[src/rtl/snn_pkg.sv]
// Shared definitions for the SNN datapath: encoder FSM states and the
// 16-bit Galois LFSR used for stochastic rate coding.
package snn_pkg;

    typedef enum logic [1:0] {
        IDLE = 2'd0,
        RUN  = 2'd1,
        DONE = 2'd2
    } enc_state_t;

    localparam int LFSR_WIDTH = 16;
    localparam logic [LFSR_WIDTH-1:0] LFSR_TAPS = 16'hB400;

    // One Galois step: shift right and fold the tap mask in when a one drops out.
    function automatic logic [LFSR_WIDTH-1:0] lfsr_step(input logic [LFSR_WIDTH-1:0] s);
        return (s >> 1) ^ ({LFSR_WIDTH{s[0]}} & LFSR_TAPS);
    endfunction

endpackage

[src/rtl/lfsr16.sv]
// 16-bit Galois LFSR that steps only when asked; shared by the spike encoder
// and the stochastic weight blocks.
module lfsr16 import snn_pkg::*; #(
    parameter logic [LFSR_WIDTH-1:0] seed = 16'hACE1
) (
    input  logic                  clk,
    input  logic                  rst,
    input  logic                  advance,
    output logic [LFSR_WIDTH-1:0] state
);

    // An all-zero state would lock the register, so reject it at elaboration.
    if (seed == '0) begin : g_bad_seed
        $error("lfsr16: seed must be nonzero");
    end

    always_ff @(posedge clk) begin
        if (rst) begin
            state <= seed;
        end else if (advance) begin
            state <= lfsr_step(state);
        end
    end

endmodule

[src/rtl/poisson_spike_encoder.sv]
// Rate-coding input stage: latches a pixel frame and emits num_timesteps spike
// vectors, each channel firing when its pixel exceeds a rotated LFSR sample.
module poisson_spike_encoder import snn_pkg::*; #(
    parameter int                    num_channels  = 5,
    parameter int                    pixel_width   = 8,
    parameter int                    num_timesteps = 16,
    parameter logic [LFSR_WIDTH-1:0] lfsr_seed     = 16'hACE1
) (
    input  logic                                  clk,
    input  logic                                  rst,
    input  logic [num_channels*pixel_width-1:0]   pixel_in,
    input  logic                                  load,
    input  logic                                  start,
    input  logic                                  spike_ready,
    output logic [num_channels-1:0]               spike_out,
    output logic                                  spike_valid,
    output logic [$clog2(num_timesteps+1)-1:0]    timestep,
    output logic                                  busy,
    output logic                                  done
);

    localparam int TS_W = $clog2(num_timesteps + 1);
    localparam logic [TS_W-1:0] LAST_TS = TS_W'(num_timesteps - 1);

    if (num_timesteps < 1) begin : g_bad_timesteps
        $error("poisson_spike_encoder: num_timesteps must be at least 1");
    end
    if (pixel_width > LFSR_WIDTH) begin : g_bad_width
        $error("poisson_spike_encoder: pixel_width cannot exceed the LFSR width");
    end

    enc_state_t                          enc_state;
    logic [num_channels*pixel_width-1:0] frame;
    logic [num_channels*pixel_width-1:0] start_frame;
    logic [LFSR_WIDTH-1:0]               lfsr_state;
    logic [LFSR_WIDTH-1:0]               lfsr_next;
    logic [num_channels-1:0]             spikes_first;
    logic [num_channels-1:0]             spikes_next;
    logic                                handshake;
    logic                                last_step;
    logic                                unused_lfsr_next;

    assign handshake   = spike_valid & spike_ready;
    assign last_step   = (timestep == LAST_TS);
    assign lfsr_next   = lfsr_step(lfsr_state);
    assign start_frame = load ? pixel_in : frame;

    // With few channels not every bit of the stepped word reaches a comparator.
    assign unused_lfsr_next = ^lfsr_next;

    lfsr16 #(
        .seed    (lfsr_seed)
    ) u_lfsr (
        .clk     (clk),
        .rst     (rst),
        .advance (handshake),
        .state   (lfsr_state)
    );

    // Output vectors are registered, so each comparator bank looks one LFSR step
    // ahead: the first vector uses the current word, later ones the stepped word.
    for (genvar c = 0; c < num_channels; c++) begin : g_chan
        logic [pixel_width-1:0] r_first;
        logic [pixel_width-1:0] r_next;

        for (genvar b = 0; b < pixel_width; b++) begin : g_bit
            localparam int SRC = (b - (c % LFSR_WIDTH) + LFSR_WIDTH) % LFSR_WIDTH;
            assign r_first[b] = lfsr_state[SRC];
            assign r_next[b]  = lfsr_next[SRC];
        end

        assign spikes_first[c] = start_frame[c*pixel_width +: pixel_width] > r_first;
        assign spikes_next[c]  = frame[c*pixel_width +: pixel_width] > r_next;
    end

    always_ff @(posedge clk) begin
        if (rst) begin
            enc_state   <= IDLE;
            frame       <= '0;
            spike_out   <= '0;
            spike_valid <= 1'b0;
            timestep    <= '0;
            busy        <= 1'b0;
            done        <= 1'b0;
        end else begin
            done <= 1'b0;
            case (enc_state)
                IDLE: begin
                    if (load) begin
                        frame <= pixel_in;
                    end
                    if (start) begin
                        enc_state   <= RUN;
                        busy        <= 1'b1;
                        spike_valid <= 1'b1;
                        timestep    <= '0;
                        spike_out   <= spikes_first;
                    end
                end
                RUN: begin
                    if (handshake) begin
                        if (last_step) begin
                            enc_state   <= DONE;
                            busy        <= 1'b0;
                            spike_valid <= 1'b0;
                            spike_out   <= '0;
                            timestep    <= '0;
                            done        <= 1'b1;
                        end else begin
                            timestep  <= timestep + TS_W'(1);
                            spike_out <= spikes_next;
                        end
                    end
                end
                DONE: begin
                    if (load) begin
                        frame <= pixel_in;
                    end
                    enc_state <= IDLE;
                end
                default: begin
                    enc_state   <= IDLE;
                    spike_out   <= '0;
                    spike_valid <= 1'b0;
                    busy        <= 1'b0;
                end
            endcase
        end
    end

endmodule

[config.mk]
export PLATFORM = sky130hd
export DESIGN_NAME = poisson_spike_encoder
export DESIGN_NICKNAME = d
export VERILOG_FILES = /design/src/rtl/snn_pkg.sv /design/src/rtl/lfsr16.sv /design/src/rtl/poisson_spike_encoder.sv
export SDC_FILE = /design/constraint.sdc
export NUM_CORES = 1
export LEC_CHECK = 0
export ABC_AREA = 0
export ABC_CLOCK_PERIOD_IN_PS = 3000
export CAP_MARGIN = 5
export CORE_ASPECT_RATIO = 0.8
export CORE_MARGIN = 8
export CORE_UTILIZATION = 55
export CTS_BUF_LIST = sky130_fd_sc_hd__clkbuf_2
export DETAILED_ROUTE_END_ITERATION = 10
export DONT_BUFFER_PORTS = 1
export HOLD_SLACK_MARGIN = 0.03
export PLACE_DENSITY = 0.7
export SLEW_MARGIN = 40
export SYNTH_ARGS = -nofsm -noshare
export SYNTH_HDL_FRONTEND = slang
export SYNTH_SLANG_ARGS = --single-unit
export TNS_END_PERCENT = 50
[constraint.sdc]
create_clock -name clk -period 3 [get_ports clk]
set_clock_uncertainty 0.05 [all_clocks]
set_input_delay 0.6 -clock clk [delete_from_list [all_inputs] [get_ports clk]]
set_output_delay 0.6 -clock clk [all_outputs]
set_load 0.01 [all_outputs]
======== Word level (Yosys, flattened, before mapping) ========
Cells that the tools add are included.
word-level totals
  flip-flop bits (word level) ............. 70
  word-level logic and storage cells ...... 55
operators by class
  add/subtract/negate cells ............... 1
  $lt $le $gt $ge ......................... 10
  equality and inequality tests ........... 6
  multiplexer cells ....................... 18
  bitwise logic cells ..................... 5
  reduce and logical (&&, ||, !) cells .... 8
operators by type and width
  cell                   number
  $gt A8 B8 Y1           10
  $mux W40               1
  $mux W5                6
  $xor A15 B16 Y16       1
  $pmux W5 S3            1
  $pmux W5 S2            1
  $reduce_and A3 Y1      3
  $mux W2                3
  $ne A2 B2 Y1 const B   3
  $add A5 B1 Y5 const B  1
  $eq A5 B4 Y1 const B   1
  $mux W1                4
  $pmux W2 S2            1
  $reduce_and A4 Y1      1
  $not A1 Y1             3
  $pmux W1 S3            1
  $reduce_or A3 Y1       1
  $eq A2 B1 Y1 const B   1
  $eq A2 B2 Y1 const B   1
  $logic_not A2 Y1       1
  $reduce_bool A2 Y1     1
  $reduce_or A2 Y1       1
  $and A1 B1 Y1          1

======== Logic depth before layout (Yosys ltp) ========
  depth in word-level cells ............... 5
  gate-level depth with buffers ........... 8
  mapped depth without buffers ............ 7

======== By module ========
From an unflattened synthesis, not the netlist that was laid out.
unflattened totals
  cells, all modules ...................... 563
  area, all modules ....................... 4937.2 um^2
by module, submodules not included
  module                 times used  cells an instance  area each (um^2)  seq. area each (um^2)
  poisson_spike_encoder  1           507                4307.9            1081.0
  lfsr16                 1           56                 629.4             320.3

======== Worst setup path after synthesis ========
OpenSTA, ideal clock, no wires.
  path type ............................... input to register
  from .................................... input port load
  to ...................................... register spike_out[2]
  setup time .............................. 0.120 ns
  data arrival time ....................... 2.179 ns
  setup slack ............................. 0.651 ns
  stages on the path ...................... 8
  path through ............................ buf_2 -> mux2_2 -> ha_1 -> a211o_1 -> a21oi_1 -> a21oi_1 -> a22oi_1 -> o2bb2ai_1
between the ends
  cells in the longest elaborated chain, start to end .. 4
ends and longest elaborated chain
  item                  line                          text
  start, declared       poisson_spike_encoder.sv:12   input logic load,
  $mux W40              n/a
  net start_frame[21]   poisson_spike_encoder.sv:34   logic [num_channels*pixel_width-1:0] start_frame;
  $gt A8 B8 Y1          poisson_spike_encoder.sv:72   assign spikes_first[c] = start_frame[c*pixel_width +: pixel_width] > r_first;
  $mux W5               poisson_spike_encoder.sv:92   if (start) begin
  $pmux W5 S3           poisson_spike_encoder.sv:87   case (enc_state)
  end signal, assigned  poisson_spike_encoder.sv:97   spike_out <= spikes_first;
  end signal, assigned  poisson_spike_encoder.sv:111  spike_out <= spikes_next;
  end, declared         poisson_spike_encoder.sv:15   output logic [num_channels-1:0] spike_out,
The timed path passes the listed nets, and every way through them passes these cells. The select of a mux whose other input is x is not followed.
A chain may end at the register's enable or synchronous reset.

======== Worst setup path after layout ========
  from .................................... register u_lfsr.state[2]
  to ...................................... register spike_out[4]
between the ends
  cells in the longest elaborated chain, start to end .. 5
  elaborated cells between the ends (all ways) .. 7
  classes of those cells .................. 2 x order compare; 4 x mux; 1 x bitwise
ends and longest elaborated chain
  item                    line                          text
  start, declared         lfsr16.sv:9                   output logic [LFSR_WIDTH-1:0] state
  start signal, assigned  lfsr16.sv:21                  state <= lfsr_step(state);
  $xor A15 B16 Y16        snn_pkg.sv:16                 return (s >> 1) ^ ({LFSR_WIDTH{s[0]}} & LFSR_TAPS);
  $gt A8 B8 Y1            poisson_spike_encoder.sv:73   assign spikes_next[c] = frame[c*pixel_width +: pixel_width] > r_next;
  $mux W5                 poisson_spike_encoder.sv:102  if (last_step) begin
  $mux W5                 poisson_spike_encoder.sv:101  if (handshake) begin
  $pmux W5 S3 (*)         poisson_spike_encoder.sv:87
Mark *: on every way between the ends. The rest lies on a longest branch, timed or not. The select of a mux whose other input is x is not followed.

==> impl_metrics.csv <==
group,metric,value,unit
critical_path,cp.arrival,2.51,ns
critical_path,r2r_end,"spike_out[4]",
synthesis,synth-edff-count,0,
cells_and_area,multi_input_area,0.003278,mm2
synthesis,syn_area_per_cell,8.656,um2
global_routing,gr-total-overflow,0,
cells_and_area,final_net_count,681,
cts,cts_tree,"done",
global_routing,antenna_found_initial,0,
cts,clk_pin_slew,0.20,ns
timing,period_minus_slack,2.101,ns
run_status,outcome,"complete, no violations",
power,irDropWorstVdd,253.8,uV
cts,cts_inserted_buffers,9,
drt,ant_nets,0,
synthesis,ys_async_sr_fraction,0,
cts,cts_num_sinks,70,
global_routing,grt_pass1_wl,19.88,mm
global_routing,use_met3,0.06453,
cells_and_area,final_cell_area,0.005107,mm2
critical_path,endpoint,"spike_out[4]",
cts,hold_buffers,2,
timing,tightest_slew,0.7255,ns
synthesis,ys_ff_latch,70,
timing,fmax,476.0,MHz
cts,htree_levels,3,
drt,dr.pass1.iters,5,
drt,drc_errors,0,
global_routing,grt_max_degree,64,
synthesis,synthesis.area,0.004873,mm2
timing,hold_ws,0.2651,ns
synthesis,synthDistinctLibCells,44,
critical_path,critPathLaunch,"u_lfsr.state[2]",
timing,setup_tns,0,ns
timing,rsz0062_at_grt,"false",
drt,drt_iter0_markers,288,
critical_path,cp-start-kind,"register",
timing,hold_viol,0,
cts,clk_path_buf_depth,2,
die,die_area,0.01215,mm2
job,cap_violations,0,
critical_path,reg2reg_depth,7,
synthesis,synth_ff_type,"dfxtp_1",
synthesis,syn_nets,688,
drt,drt-total-wl,12.25,mm
critical_path,worst-path-max-fanout,10,
global_routing,met2_usage,0.3325,
synthesis,netlist_instances,563,
place,portBuffers,0,
power,p_leak,2.189,nW
die,initial_core_util,0.5694,
timing,setup_viol,0,
drt,routed_via_density,6.016,
die,rows,30,
critical_path,critPathRequiredTime,3.40,ns
min_path,hold_path.class,"input pin to register",
die,die_x,121.2,um
cells_and_area,syn_to_final_growth,4.801,%
cts,cts_root_buffer,"clkbuf_2",
cells_and_area,nFillCells,757,
cells_and_area,layout-drive-gt1-share,0.1070,
timing,relSlewSlack,0.5148,
drt,wl_per_cell,18.20,um
critical_path,r2r_setup_slack,0.90,ns
global_routing,gr-max-usage-layer,"met2",
place,dpl-instance-area,0.004933,mm2
global_routing,grt_pass1_vias,3934,
cts,clk_latency,0.54,ns
global_routing,met1_usage,0.2574,
cells_and_area,n_antenna_cell,0,
drt,vias,4049,
synthesis,synth_seq_area_share,0.2875,
place,place.gp.congestion,0.8548,
critical_path,timing.rr.start,"u_lfsr.state[2]",
critical_path,critPathKind,"register to register",
die,die_y,100.2,um
cells_and_area,seqCellArea,0.001403,mm2
cts,postCtsSetupBuffers,0,
die,core,0.008558,mm2
global_routing,grt_use_total,0.2054,
cts,cts_resized,0,
synthesis,yosysWarnings,0,
place,dp_hpwl,8.687,mm
timing,finalCritPeriodShare,0.7003,
timing,slew_viol_final,0,
power,power_density,450.5,mW/mm2
die,ios,58,
critical_path,endpoint_kind,"register",
synthesized netlist by cell type (all sizes together), types with 2 or more instances:
| library cell | count | area (um2) |
|---|---|---|
| a311oi | 4 | 35.03 |
| mux2 | 35 | 394.1 |
| nor3 | 39 | 195.2 |
| xor2 | 3 | 33.79 |
| o21a | 5 | 37.54 |
| nand2b | 2 | 20.02 |
| o211ai | 20 | 150.1 |
| inv | 21 | 78.83 |
| a21o | 4 | 37.53 |
| nor4 | 2 | 12.51 |
| mux2i | 5 | 50.05 |
| a21oi | 42 | 210.2 |
| clkbuf | 16 | 60.06 |
| ha | 80 | 1001 |
| nor2b | 47 | 294.0 |
| dfxtp | 70 | 1401 |
| o21ai | 11 | 58.81 |
| nor2 | 60 | 225.2 |
| nand2 | 28 | 105.1 |
| a22oi | 4 | 30.03 |
| nand4 | 23 | 143.9 |
| nand3 | 9 | 45.04 |
| a211o | 8 | 70.07 |
| o2bb2ai | 4 | 35.03 |
| buf | 9 | 51.30 |
per-stage QoR:
| step | util | cells | setup slack (ns) | total power (W) |
|---|---|---|---|---|
| after floorplan | - | 563 | 0.6509 | 0.001548 |
| after global placement | 0.5765 | 654 | 0.8061 | 0.001630 |
| after detailed placement | 0.5765 | 654 | 0.7218 | 0.001660 |
| after CTS | 0.5956 | 672 | 0.8821 | 0.002312 |
| after global routing | 0.5968 | 673 | 0.7687 | 0.002457 |
| final | 0.5968 | 673 | 0.8991 | 0.002301 |
final cells by class:
cell class                      count  area share
Inverter                           22     0.01617
Clock inverter                      7     0.01739
Sequential cell                    70      0.2746
Tap cell                          112     0.02744
Clock buffer                        9    0.008819
Multi-Input combinational cell    446      0.6418
Timing Repair Buffer                7     0.01372
layout by cell type, fill, tap and decap left out, types with 9 or more instances in the layout:
cell	n
nand4_1	23
inv_1	21
ha_1	80
o21ai_0	10
mux2_2	35
nand2_1	28
a21oi_1	42
dfxtp_1	69
nand3_1	9
nor3_1	39
nor2b_1	47
nor2_1	60
o211ai_1	20
clkbuf_2	9
power by group:
part | internal [W] | switching [W] | total [W]
Clock | 0.000269 | 0.000363 | 0.000632
Sequential | 0.000999 | 0.0000682 | 0.00107
Combinational | 0.000279 | 0.000322 | 0.000602
Total | 0.00155 | 0.000753 | 0.00230
registers in the layout (all words and copies together), names as in the netlist:
register	cells
u_lfsr.state	16
busy	1
frame	40
enc_state	2
done	1
timestep	5
spike_out	5
metal layers:
metal	share of wire	vias to the layer above
li1	-	2022
met1	0.47	1903
met2	0.45	109
met3	0.058	15
met4	0.014	0
met5	0	-
worst max-delay path, cell delays in order, from the launching register on:
cell and delay [ns]:
dfxtp_1 0.37, inv_1 0.37, ha_1 0.35, a21o_1 0.16, a21o_1 0.16, a21oi_1 0.12, o21ai_0 0.09, a221o_1 0.34
cells by family (layout without fill, tap and decap cells):
group / after synthesis / count (layout) / synth area share
buf+inv: 47 / 45 / 0.03980
simple gates: 218 / 218 / 0.2272
mux: 40 / 40 / 0.09114
xor+xnor: 4 / 4 / 0.008731
compound gates: 104 / 104 / 0.1402
fa+ha+maj: 80 / 80 / 0.2054
flops: 70 / 70 / 0.2875
how the worst min path moves through the flow:
stage	end	slack (ns)	cells after the start	startpoint
after floorplan	u_lfsr.state[8]	0.38	2	u_lfsr.state[9]
after CTS	u_lfsr.state[12]	0.03	1	rst
after global placement	u_lfsr.state[8]	0.38	2	u_lfsr.state[9]
final	busy	0.27	3	spike_ready
after global routing	frame[16]	0.21	2	rst
after detailed placement	u_lfsr.state[8]	0.39	2	u_lfsr.state[9]
Note: power is estimated with default switching activity, not from simulation.
